File: src/rtl/hazard_sched.sv
// Hazard scheduler for a 5-stage pipeline: forwarding selects, load/branch/RAW stalls, and a memory wait FSM with timeout.
// Optional forwarding path is built only when HAZARD_FWD_EN is defined; otherwise D-stage RAW hazards stall.

module hs_match (
  input  logic [4:0]      src,
  input  logic [2:0][4:0] wreg,
  input  logic [2:0]      we,
  output logic [2:0]      hit
);
  // hit[0]=E, hit[1]=M, hit[2]=W
  always_comb begin
    hit = '0;
    for (int i = 0; i < 3; i++)
      hit[i] = we[i] && (src != 5'd0) && (src == wreg[i]);
  end
endmodule

module hazard_sched #(
  parameter int MEM_TIMEOUT = 64
) (
  input  logic       clk,
  input  logic       rst_n,
  input  logic [4:0] RsD,
  input  logic [4:0] RtD,
  input  logic [4:0] RsE,
  input  logic [4:0] RtE,
  input  logic [4:0] WriteRegE,
  input  logic [4:0] WriteRegM,
  input  logic [4:0] WriteRegW,
  input  logic       RegWriteE,
  input  logic       RegWriteM,
  input  logic       RegWriteW,
  input  logic       MemtoRegE,
  input  logic       MemtoRegM,
  input  logic       BranchD,
  input  logic       MemReqM,
  input  logic       MemAckM,
  output logic       StallF,
  output logic       StallD,
  output logic       StallE,
  output logic       StallM,
  output logic       FlushE,
  output logic       FlushW,
  output logic       ForwardAD,
  output logic       ForwardBD,
  output logic [1:0] ForwardAE,
  output logic [1:0] ForwardBE,
  output logic       MemTimeout
);
  localparam int NUM_SRC = 4;  // 0=RsD 1=RtD 2=RsE 3=RtE
  localparam logic [7:0] TO_LAST = 8'(MEM_TIMEOUT - 1);

  typedef enum logic {RUN, MEM_WAIT} state_t;

  logic [NUM_SRC-1:0][4:0] src;
  logic [NUM_SRC-1:0][2:0] hit;
  logic [2:0][4:0]         wreg;
  logic [2:0]              we;

  assign src  = {RtE, RsE, RtD, RsD};
  assign wreg = {WriteRegW, WriteRegM, WriteRegE};
  assign we   = {RegWriteW, RegWriteM, RegWriteE};

  for (genvar g = 0; g < NUM_SRC; g++) begin : g_match
    hs_match u_match (
      .src  (src[g]),
      .wreg (wreg),
      .we   (we),
      .hit  (hit[g])
    );
  end

  logic       dstall;
  logic       fwd_ad, fwd_bd;
  logic [1:0] fwd_ae, fwd_be;

`ifdef HAZARD_FWD_EN
  logic lwstall, branchstall;
  // M beats W: it holds the younger value
  assign fwd_ae = hit[2][1] ? 2'b10 : (hit[2][2] ? 2'b01 : 2'b00);
  assign fwd_be = hit[3][1] ? 2'b10 : (hit[3][2] ? 2'b01 : 2'b00);
  assign fwd_ad = hit[0][1];
  assign fwd_bd = hit[1][1];
  assign lwstall = MemtoRegE && (RtE != 5'd0) && ((RtE == RsD) || (RtE == RtD));
  assign branchstall = BranchD && (hit[0][0] || hit[1][0] ||
                                   (MemtoRegM && (hit[0][1] || hit[1][1])));
  assign dstall = lwstall || branchstall;
`else
  assign fwd_ae = 2'b00;
  assign fwd_be = 2'b00;
  assign fwd_ad = 1'b0;
  assign fwd_bd = 1'b0;
  // W needs no stall: the register file writes before it is read
  assign dstall = hit[0][0] || hit[0][1] || hit[1][0] || hit[1][1];
`endif

  logic unused_sink;
  assign unused_sink = ^{hit, MemtoRegE, MemtoRegM, BranchD};

  state_t     state_q, state_d;
  logic [7:0] cnt_q, cnt_d;
  logic       to_d;

  always_ff @(posedge clk) begin
    if (!rst_n) begin
      state_q    <= RUN;
      cnt_q      <= 8'd0;
      MemTimeout <= 1'b0;
    end else begin
      state_q    <= state_d;
      cnt_q      <= cnt_d;
      MemTimeout <= to_d;
    end
  end

  always_comb begin
    state_d = state_q;
    cnt_d   = cnt_q;
    to_d    = 1'b0;
    case (state_q)
      RUN: begin
        if (MemReqM && !MemAckM) begin
          state_d = MEM_WAIT;
          cnt_d   = 8'd0;
        end
      end
      MEM_WAIT: begin
        cnt_d = cnt_q + 8'd1;
        // ack wins over a coincident timeout
        if (MemAckM) begin
          state_d = RUN;
        end else if (cnt_q == TO_LAST) begin
          state_d = RUN;
          to_d    = 1'b1;
        end
      end
      default: state_d = RUN;
    endcase
  end

  logic memstall;
  assign memstall = (state_q == MEM_WAIT) || (MemReqM && !MemAckM);

  always_comb begin
    StallF    = 1'b0;
    StallD    = 1'b0;
    StallE    = 1'b0;
    StallM    = 1'b0;
    FlushE    = 1'b0;
    FlushW    = 1'b0;
    ForwardAD = 1'b0;
    ForwardBD = 1'b0;
    ForwardAE = 2'b00;
    ForwardBE = 2'b00;
    if (rst_n) begin
      ForwardAD = fwd_ad;
      ForwardBD = fwd_bd;
      ForwardAE = fwd_ae;
      ForwardBE = fwd_be;
      if (memstall) begin
        StallF = 1'b1;
        StallD = 1'b1;
        StallE = 1'b1;
        StallM = 1'b1;
        FlushW = 1'b1;
      end else begin
        StallF = dstall;
        StallD = dstall;
        FlushE = dstall;
      end
    end
  end
endmodule

File: config.mk
export PLATFORM = sky130hd
export DESIGN_NAME = hazard_sched
export DESIGN_NICKNAME = d
export VERILOG_FILES = /design/src/rtl/hazard_sched.sv
export SDC_FILE = /design/constraint.sdc
export NUM_CORES = 1
export LEC_CHECK = 0
export ABC_CLOCK_PERIOD_IN_PS = 3300
export CORE_ASPECT_RATIO = 0.6
export CORE_MARGIN = 3
export CORE_UTILIZATION = 38
export CTS_BUF_LIST = sky130_fd_sc_hd__clkbuf_8
export DETAILED_ROUTE_END_ITERATION = 8
export PLACE_DENSITY = 0.87
export RECOVER_POWER = 25
export SYNTH_ARGS = -nofsm -noshare
export SYNTH_HDL_FRONTEND = slang
export SYNTH_HIERARCHICAL = 1
export SYNTH_SLANG_ARGS = --single-unit
File: constraint.sdc
create_clock -name clk -period 3.3 [get_ports clk]
set_clock_uncertainty 0.2 [all_clocks]
set_input_delay 0.66 -clock clk [delete_from_list [all_inputs] [get_ports clk]]
set_output_delay 0.66 -clock clk [all_outputs]
set_load 0.03 [all_outputs]
==> Word level (Yosys, flattened, before mapping) <==
Cells that the tools add are included.
{ "op_classes": {"add_sub_neg": 1, "eq_ne": 6, "mux": 13, "bitwise_logic": 2, "reduce_logical": 17} }
{ "op_table": {"columns": ["cell", "n"], "rows": [
  ["5-bit equality test", 4],
  ["8-bit one-hot mux with 2 select lines", 1],
  ["1-bit two-way mux", 10],
  ["5-bit nonzero test", 2],
  ["1-bit logical AND", 9],
  ["8-bit by 1-bit adder with 8-bit output, second input constant", 1],
  ["8-bit by 6-bit equality test with 1-bit output, second input constant", 1],
  ["8-bit two-way mux", 1],
  ["1-bit logical OR", 4],
  ["3-bit OR reduction", 1],
  ["2-bit != test, second input constant", 1],
  ["1-bit NOT", 2],
  ["1-bit one-hot mux with 2 select lines", 1],
  ["1-bit logical NOT", 1]
]} }
{ "totals": {"regBits": 10, "input_bits": 45, "word_cells": 42} }

==> Depth between registers and ports, before layout <==
Gate-level depths: netlist (run 1).
{ "logic_depth": {"word_depth": 8, "mapped_depth": 6} }

==> Cells and area by module <==
Netlist (run 1), hierarchy kept.
{ "modules_own_cells": {"columns": ["module", "instances", "cells_per_inst", "area_each_um2", "seq_area_each_um2"], "rows": [
  ["hazard_sched", 1, 64, 573.0, 200.2],
  ["hs_match", 2, 23, 182.7, 0.0]
]} }

==> Least setup slack after synthesis (run 1) <==
Ideal clock, no wire load.
{ "synth_timing": {"path_type": "input to output", "startpoint": "in RsD[0]", "endpoint": "out StallF", "t_arrival_ns": 2.403, "required_time_ns": 2.440, "path_slack_ns": 0.037, "stages": 6, "path_buffers": 1, "path_cell_list": "or4_1 nor2_2 nor4_1 or4_1 o21a_1 buf_4"} }
{ "synth_lines": {"columns": ["element", "line", "text"], "rows": [
  ["start: declaration", "23", "input logic [4:0] RsD,"],
  ["end: declaration", "38", "output logic StallF,"]
]} }

==> results.toml, run 1 <==
[outcome]
outcome = "completed"

[yosys]
syn_inst = 96
syn_area_per_cell_sq_um = 8.602
synth_area_sq_um = 825.8
yosysWarningCount = 6

[grt]
grt_pass1_vias = 917
grt_max_degree = 12
grt_pass1_wl_um = 4485
grt_use_total = 0.2156
antenna_found_initial = 0
grt_overflow_total = 0

[pwr]
p_sw_w = 0.0001204
swShare = 0.2967
comb_power_share = 0.298
p_int_w = 0.0002854
power_density_nw_per_um2 = 326.2
power_w = 0.0004057
pwr-share-clk = 0.393
ir_drop_mv = 0.1730
leakagePower_nw = 0.4975
sequentialPowerShare = 0.310

[layout]
final_cells = 165
antenna_cells = 0
syn_to_final_growth_pct = 50.61
drive_above_1_share = 0.2628
num-fill-cells = 154
final_nets = 184
final_util = 0.6372

[floorplan]
dieArea_sq_um = 2787
coreArea_sq_um = 1952
row_count = 12
start_util = 0.4231
io-pin-count = 58
die_y_um = 42.11
die_w_um = 66.18

[sta]
fin_tns_setup_ns = 0
fmax_mhz = 305.2
holdWs_ns = 0.2914
rsz0062_at_grt = "false"
setup_viol = 0
drv_slew = 0
period_needed_ns = 3.276
timing.final.crit_share = 0.9928
hold_viol = 0

[clock_network]
cts_made_buffers = 3
clockBufferDepth = 2
clk-insertion-delay-late_ns = 0.24
cts_setup_buffers = 0
clk_pin_slew_worst_paths_ns = 0.05
h-tree-depth = 1
cts-root-buf = "clkbuf_8"
ctsHoldBuffers = 0
cts.sinks = 10
cts_tree = "built"

[routing]
drtAntennaViolNets = 0
routed_via_density = 5.570
firstDrtPassIters = 4
wl_per_cell_um = 17.64
wirelength_um = 2911
drc = 0
via_count = 919
drt_iter0_markers = 60

[placement]
place_congestion = 0.9097
dp.cells = 161
numPortBuffers = 32
dp_hpwl_um = 2381

[critical_path]
worstSetupStartpointType = "input port"
worstSetupPathType = "input port to output pin"
cp_data_required_time_ns = 2.44
crit_fanout = 2
worstPathArrival_ns = 2.42
cp-end-kind = "output pin"

[flow_run]
cap_viol_max_count = 0

[min_path]
hp-class = "register to register"
-- per-layer routing --
layer / GRT usage / vias up / part of all wire
li1: - / 427 / -
met1: 0.2704 / 433 / 0.42
met2: 0.3432 / 51 / 0.46
met3: 0.06166 / 8 / 0.085
met4: 0.08907 / 0 / 0.029
met5: 0 / - / 0
-- final cells by class --
| cell class | count | area [sq um] | area share |
|---|---|---|---|
| Multi-Input combinational cell | 78 | 580.6 | 0.4668 |
| Timing Repair Buffer | 43 | 365.4 | 0.2938 |
| Sequential cell | 10 | 200.2 | 0.1610 |
| Clock buffer | 4 | 55.05 | 0.04427 |
| Tap cell | 28 | 35.03 | 0.02817 |
| Inverter | 2 | 7.507 | 0.006036 |
-- final timing paths --
kind,start,slack [ns],cells past startpoint,end
setup / recovery,WriteRegE[4],0.02,7,FlushE
hold / removal,cnt_q[7],0.29,1,cnt_q[7]
setup reg to reg,cnt_q[0],1.69,4,state_q
hold reg to reg,cnt_q[7],0.29,1,cnt_q[7]
-- power by group through the flow --
stage / clock network [W] / registers [W] / logic (W)
after detailed placement: 0 / 0.000128 / 0.000119
after global placement: 0 / 0.000128 / 0.000114
final: 0.000159 / 0.000126 / 0.000121
after global routing: 0.000166 / 0.000126 / 0.000127
after floorplan: 0 / 0.000126 / 0.0000631
after CTS: 0.000158 / 0.000125 / 0.000118
-- worst max-delay path, cell delays in order --
cell,delay [ns]
clkdlybuf4s50_1,0.46
xnor2_1,0.19
nand4_1,0.13
nor4_1,0.06
or4_4,0.54
and3_1,0.21
buf_4,0.17
-- through the flow --
step | cell area [sq um] | worst slack [ns]
after global placement | 1191 | -0.6707
after CTS | 1232 | 0.001602
after detailed placement | 1191 | -0.7609
after floorplan | 844.6 | 0.06243
final | 1244 | 0.02366
after global routing | 1244 | 0.003391
-- flip-flops by register name (all words and copies together) (netlist names) --
name / flops
state_q: 1
cnt_q: 8
MemTimeout: 1
-- layout by cell type (no fill, tap or decap), drive strengths merged, types with 4 or more instances in the layout --
cell type and count:
buf 23, clkbuf 5, clkdlybuf4s50 15, conb 6, dfxtp 10, nand2 5
nand4 8, nor2 4, nor4 5, xnor2 12, xor2 8
-- timing repair --
item,in CTS,in global routing
pin swaps,8,4
setup endpoints to repair,3,3
gates resized for setup,51,6
(Power assumes the default switching activity.)
==> run 2: changes to the inputs <==
--- a/config.mk
+++ b/config.mk
@@ -10,7 +10,9 @@
 export CORE_MARGIN = 3
 export CORE_UTILIZATION = 38
 export CTS_BUF_LIST = sky130_fd_sc_hd__clkbuf_8
+export CTS_CLUSTER_DIAMETER = 60
 export DETAILED_ROUTE_END_ITERATION = 8
+export GPL_ROUTABILITY_DRIVEN = 1
 export PLACE_DENSITY = 0.87
 export RECOVER_POWER = 25
 export SYNTH_ARGS = -nofsm -noshare
==> results of run 2 <==
The final DEF is identical to that of run 1; final timing and power are the same.
==> patch (flow settings as in run 1) <==
The output `MemTimeout` loses its register stage (`MemTimeout` becomes a continuous assignment).
--- a/src/rtl/hazard_sched.sv
+++ b/src/rtl/hazard_sched.sv
@@ -105,13 +105,13 @@
     if (!rst_n) begin
       state_q    <= RUN;
       cnt_q      <= 8'd0;
-      MemTimeout <= 1'b0;
     end else begin
       state_q    <= state_d;
       cnt_q      <= cnt_d;
-      MemTimeout <= to_d;
     end
   end
+
+  assign MemTimeout = to_d;
 
   always_comb begin
     state_d = state_q;
Formal check against the unedited RTL: no difference found for any inputs over 10 cycles, from zero or initial values and one cycle with rst_n low; that may be too few to reach the edited logic, so the function may still have changed.
==> patch against run 1 <==
Setup slack better by 19 ps; power is 13% lower; final area is 1.6% lower; sequential share of layout area is 1.4 points lower; area after synthesis is 0.91% lower; first-iteration DRC count is 63% lower; sequential cell count is 1 lower; routed wire length is 18% lower; synthesized cell count is 1.0% higher.
==> patch: results (changes against run 1) <==
met2 routed WL=1.11 mm (was 1.35 mm); LEAKAGE=0.519 nW (was 0.497 nW); reg2reg setup slack=1800 ps (was 1690 ps); status=finished clean (unchanged); syn_area_per_cell=8.44 um2 (was 8.60 um2); metal3 WL=150 um (was 246 um); maximum VDD drop=270 uV (was 173 uV); 1st-iter DRT viols=22 (was 60); vias in the first global route=843 (was 917); critical hold path startpoint=cnt_q[4] (was cnt_q[7]); Top Registers=cnt_q: 8 flops, state_q: 1 flops (was cnt_q: 8 flops, MemTimeout: 1 flops, state_q: 1 flops); post-DP HPWL=2.11 mm (was 2.38 mm); Global Route Usage Sum=0.187 (was 0.216); first-pass GRT wire length=3.94 mm (was 4.49 mm); Post-Place Cell Area=0.00118 mm2 (was 0.00119 mm2); FILL cells=163 (was 154); share of post-route cells with drive strength above 1=0.212 (was 0.263); final core occ=0.632 (was 0.637); largest net degree at the start of global routing=11 (was 12); max incr delay on CP=560 ps (was 540 ps); Crit path arrival time=2400 ps (was 2420 ps); M1 wire length=1.10 mm (was 1.23 mm); Place WS=-712 ps (was -761 ps); met1 usage in global routing=0.230 (was 0.270); met3 GRT Util=0.0784 (was 0.0617)
[patch: repair_timing]
item	CTS	global route
gates resized for setup	51	1
pin swaps	9	4
buffers inserted	0	0
endpoints found under the setup margin	3	3
[patch: layout make-up]
type                            instances  share of cell area
Tap cell                               28              0.0286
Clock buffer                            3              0.0337
Timing Repair Buffer                   42               0.300
Inverter                                2             0.00613
Multi-Input combinational cell         80               0.482
Clock inverter                          1             0.00307
Sequential cell                         9               0.147
[patch: worst max-delay path by stage]
stage | start | end | slack, ps
floorplan | RsD[1] | StallF | 60
global placement | RtD[1] | FlushE | -670
detailed placement | RtD[1] | FlushE | -710
CTS | RtD[3] | StallD | 10
global route | RsD[2] | FlushE | 8
finish | RtD[4] | StallF | 40
[patch: report_power, final]
group / total [mW] / internal, mW / switching, mW
clock: 0.123 / 0.0809 / 0.0423
combinational: 0.116 / 0.0581 / 0.0574
sequential: 0.113 / 0.110 / 0.00277
total: 0.352 / 0.250 / 0.103
